<file path="src/rtl/led_pattern_gen.sv">
// LED pattern generator: prescaled step tick drives blink, chase,
// bounce or binary-count patterns onto an LED bank.
// Ports: CLOCK_50 clock, RESET async active-high reset,
//        mode pattern select (00 blink, 01 chase, 10 bounce, 11 count),
//        speed (0 slow, 1 fast), pause (freeze),
//        leds registered pattern, step one-cycle advance pulse.
module led_pattern_gen #(
   parameter int N_LEDS   = 8,
   parameter int SLOW_DIV = 50000000,
   parameter int FAST_DIV = 5000000
) (
   input  logic              CLOCK_50,
   input  logic              RESET,
   input  logic [1:0]        mode,
   input  logic              speed,
   input  logic              pause,
   output logic [N_LEDS-1:0] leds,
   output logic              step
);

   localparam int CW = (SLOW_DIV > 1) ? $clog2(SLOW_DIV) : 1;
   localparam logic [CW-1:0] SLOW_M1 = CW'(SLOW_DIV - 1);
   localparam logic [CW-1:0] FAST_M1 = CW'(FAST_DIV - 1);

   typedef enum logic [1:0] {
      M_BLINK  = 2'b00,
      M_CHASE  = 2'b01,
      M_BOUNCE = 2'b10,
      M_COUNT  = 2'b11
   } mode_t;

   logic [CW-1:0]     cnt;
   logic [CW-1:0]     div_m1;
   logic              speed_q;
   logic              dir_up;
   logic              dir_nxt;
   logic              init;
   mode_t             mode_q;
   logic              load;
   logic [N_LEDS-1:0] nxt;
   logic [N_LEDS-1:0] start_pat;

   assign div_m1 = speed ? FAST_M1 : SLOW_M1;
   assign load   = init || (mode != mode_q);

   always_comb begin
      start_pat = '0;
      if (mode == M_CHASE || mode == M_BOUNCE)
         start_pat = N_LEDS'(1);
   end

   // Next pattern for the current (already loaded) mode.
   always_comb begin
      nxt     = leds;
      dir_nxt = dir_up;
      unique case (mode_q)
         M_BLINK: nxt = ~leds;
         M_CHASE: nxt = {leds[N_LEDS-2:0], leds[N_LEDS-1]};
         M_BOUNCE: begin
            if (dir_up) begin
               nxt = leds << 1;
               if (nxt[N_LEDS-1]) dir_nxt = 1'b0;
            end else begin
               nxt = leds >> 1;
               if (nxt[0]) dir_nxt = 1'b1;
            end
         end
         M_COUNT: nxt = leds + N_LEDS'(1);
      endcase
   end

   // Priority: load > pause > speed change > tick > count.
   // The >= compare recovers when cnt sits above a newly shortened period.
   always_ff @(posedge CLOCK_50 or posedge RESET) begin
      if (RESET) begin
         leds    <= '0;
         step    <= 1'b0;
         cnt     <= '0;
         dir_up  <= 1'b1;
         mode_q  <= M_BLINK;
         init    <= 1'b1;
         speed_q <= 1'b0;
      end else begin
         speed_q <= speed;
         if (load) begin
            leds   <= start_pat;
            cnt    <= '0;
            dir_up <= 1'b1;
            mode_q <= mode_t'(mode);
            init   <= 1'b0;
            step   <= 1'b0;
         end else if (pause) begin
            step <= 1'b0;
         end else if (speed != speed_q) begin
            cnt  <= '0;
            step <= 1'b0;
         end else if (cnt >= div_m1) begin
            cnt    <= '0;
            step   <= 1'b1;
            leds   <= nxt;
            dir_up <= dir_nxt;
         end else begin
            cnt  <= cnt + CW'(1);
            step <= 1'b0;
         end
      end
   end

endmodule

</file>
<file path="config.mk">
export PLATFORM = sky130hd
export DESIGN_NAME = led_pattern_gen
export DESIGN_NICKNAME = d
export VERILOG_FILES = /design/src/rtl/led_pattern_gen.sv
export SDC_FILE = /design/constraint.sdc
export NUM_CORES = 1
export LEC_CHECK = 0
export CAP_MARGIN = 20
export CORE_MARGIN = 2
export CORE_UTILIZATION = 40
export DETAILED_ROUTE_END_ITERATION = 10
export GPL_TIMING_DRIVEN = 0
export PLACE_DENSITY = 0.56
export SLEW_MARGIN = 20
export SYNTH_ARGS = -nofsm -noshare
export SYNTH_HDL_FRONTEND = slang
export SYNTH_SLANG_ARGS = --single-unit
</file>
<file path="constraint.sdc">
create_clock -name CLOCK_50 -period 4.62 [get_ports CLOCK_50]
set_input_delay 0.462 -clock CLOCK_50 [delete_from_list [all_inputs] [get_ports CLOCK_50]]
set_output_delay 0.462 -clock CLOCK_50 [all_outputs]
set_load 0.01 [all_outputs]
</file>
==> impl_metrics.toml <==
[logic_synthesis]
syn-num-nets = 340
netlist_instances = 319
ys_seq_area_share_pct = 35.77
synth_cell_type_count = 55
netlist_area_mm2 = 0.002805
synth_top_flop_cell = "dfrtp_1"
synth_edf_count = 0
yosys_warnings = 0
syn_avg_cell_area_um2 = 8.794
synthArstFlopShare_pct = 100.0
synth-seq-cells = 40

[finish]
design_area_mm2 = 0.003197
multi_input_area_mm2 = 0.001667
finish.utilization_pct = 47.05
final_common_cell = "dfrtp_1"
seqCellArea_mm2 = 0.001003
area_growth_pct = 13.96
layout_common_cells = "dfrtp_1 (38), nor2_1 (30), nand2_1 (24)"
final_nets = 362
antenna_cells = 0
nFillCells = 688
drive_gt1_share_pct = 9.357

[detailed_routing]
wl_met3_um = 113
vias_per_cell = 5.477
routed-wl-met2_um = 3202
wl_per_cell_um = 14.94
wirelength_um = 6545
met1_length_um = 3139
drt_iter0_markers = 85
post-route-drc-count = 0
ant_nets = 0
via_count = 2399
routed.top_layer = "met4"
firstDrtPassIters = 4

[global_route]
antenna_found_initial = 0
grt_usage_pct = 18.41
grt_max_degree = 26
grt_pass1_vias = 2350
grt-ovfl-total = 0
grt_first_pass_wirelength_um = 11280

[power_and_ir_drop]
total_power_mw = 0.7202
max-vdd-ir-drop_v = 0.0001252
p_leak_nw = 1.254
power_density_mw_per_mm2 = 225.3

[critical_path]
rr_endpoint = "cnt[14]"
end_kind = "flop"
critPathTopFamily = "compound AO/OA/AOI/OAI gates"
crit_buf_inv = 2
crit_slowest_cell = "clkdlybuf4s50_1"
reg2reg_depth = 8
critical_path_class = "primary input to flop"
worstPathRequired_ns = 4.81
worst_setup_path_start_kind = "primary input"
cp.arrival_ns = 3.51
cp_max_fo = 12
path_cells = "clkdlybuf4s50_1 > inv_1 > ha_1 > a21oi_1 > o21ai_1 > a211o_1 > o211ai_1 > nand2_1 > a211oi_1"
r2r-start = "cnt[17]"
rrSetupSlack_ns = 2.05
slowest_delay_ns = 0.84

[sta]
rsz0062_at_grt = "no"
finalSetupViolCount = 0
drv_slew = 0
max_freq_ghz = 0.3019
min_period_ns = 3.312
worst_pin_slew_ns = 0.7170
slew_headroom_pct = 51.84
finalCritPeriodShare_pct = 71.70
clock_skew_ns = 0.007637
final-hold-violation-count = 0
fin_tns_setup_ns = 0

[clock_network]
postCtsSetupRepairBufs = 0
clk_latency_ns = 0.29
postCtsHoldBufs = 0
cts_tree = "yes"
path_clk_slew_ns = 0.09
htree_levels = 2
cts_resized = 0
numClockSinks = 40
cts_made_buffers = 5
root_buffer = "clkbuf_8"
clk_path_buf_depth = 2

[die]
row_count = 30
io_pins = 15
die_x_um = 87.75
dieArea_mm2 = 0.007699
die_h_um = 87.75
placeableCoreArea_mm2 = 0.006794
initial_core_util_pct = 41.29

[placement]
dp_hpwl_um = 4759
routabilityCongestion = 0.7949
io_buffer_count = 14
place_area_mm2 = 0.003085

[hold_path]
hold_path_class = "primary input to async pin"

[run_status]
status = "finished, final reports clean"

[flow_run]
maxCapViolCount = 0
==> synthesized netlist by cell type (6+ instances only) <==
cell	count	area share [%]
ha_1	15	6.7
nand4_1	13	2.9
o21ai_0	9	1.6
nor4_2	6	2.7
mux2i_1	7	2.5
nand2_1	24	3.2
xor2_1	9	2.8
dfrtp_1	38	34
clkbuf_1	13	1.7
nor2_1	30	4.0
xnor2_1	12	3.7
a31oi_1	8	1.8
inv_1	14	1.9
nand3_1	20	3.6
nor3_1	8	1.4
a21oi_1	15	2.7
o211ai_1	7	1.9
==> power by group <==
group / internal, mW / switching [mW] / leakage, nW
sequential: 0.353 / 0.00590 / 0.543
clock: 0.160 / 0.130 / 0.0541
combinational: 0.0267 / 0.0440 / 0.657
==> stage by stage <==
stage / setup slack (ns) / hold WS [ns] / cells
2_1_floorplan: 2.451 / 0.4934 / 319
3_3_place_gp: 1.018 / 0.5313 / 429
3_5_place_dp: 1.004 / 0.5465 / 430
4_1_cts: 1.303 / 0.4790 / 438
5_1_grt: 1.076 / 0.4858 / 438
6_report: 1.308 / 0.4683 / 438
==> final cells by class <==
cell class | count | share of cell area [%]
Tap cell | 96 | 3.757
Buffer | 18 | 2.466
Timing Repair Buffer | 15 | 5.010
Multi-Input combinational cell | 246 | 52.13
Inverter | 15 | 1.761
Sequential cell | 40 | 31.39
Clock buffer | 5 | 2.153
Clock inverter | 3 | 1.331
==> sequential cells by signal, indices dropped and copies added, names as in the netlist <==
register  flops
speed_q       1
dir_up        1
step          1
init          1
cnt          26
mode_q        2
leds          8
==> how the worst max path moves through the flow <==
stage	endpoint	cells after the start	startpoint	slack [ns]
floorplan	cnt[11]	9	speed	2.45
global placement	leds[2]	9	speed	1.02
detailed placement	cnt[14]	10	speed	1.00
CTS	leds[2]	9	speed	1.30
global route	cnt[14]	10	speed	1.08
finish	leds[2]	9	speed	1.31
==> worst reg2reg max path: cells and delay by family (launching register included) <==
kind                     cells  cell delay, ns
flip-flops                   1            0.45
adder cells (fa/ha/maj)      1            0.32
buffers and inverters        1            0.31
AND/OR/NAND/NOR              2            0.32
AO/OA/AOI/OAI                4            1.05
==> cell families (layout without fill, tap and decap cells) <==
family | Yosys count | count (layout) | share of synthesized area [%]
buffers and inverters | 33 | 56 | 4.817
adder cells (fa/ha/maj) | 15 | 15 | 6.690
AND/OR/NAND/NOR | 126 | 126 | 25.07
multiplexers | 9 | 9 | 3.301
AO/OA/AOI/OAI | 74 | 74 | 17.66
XOR/XNOR | 21 | 21 | 6.557
flip-flops | 40 | 40 | 35.77
other | 1 | 1 | 0.1337
==> per-layer routing <==
| layer | up-vias | GRT usage, % |
|---|---|---|
| met2 | 26 | 31.89 |
| li1 | 1216 | - |
| met3 | 8 | 3.205 |
| met1 | 1149 | 23.63 |
| met5 | - | 0 |
| met4 | 0 | 5.175 |
No activity file was read; power rests on OpenSTA's default activity.
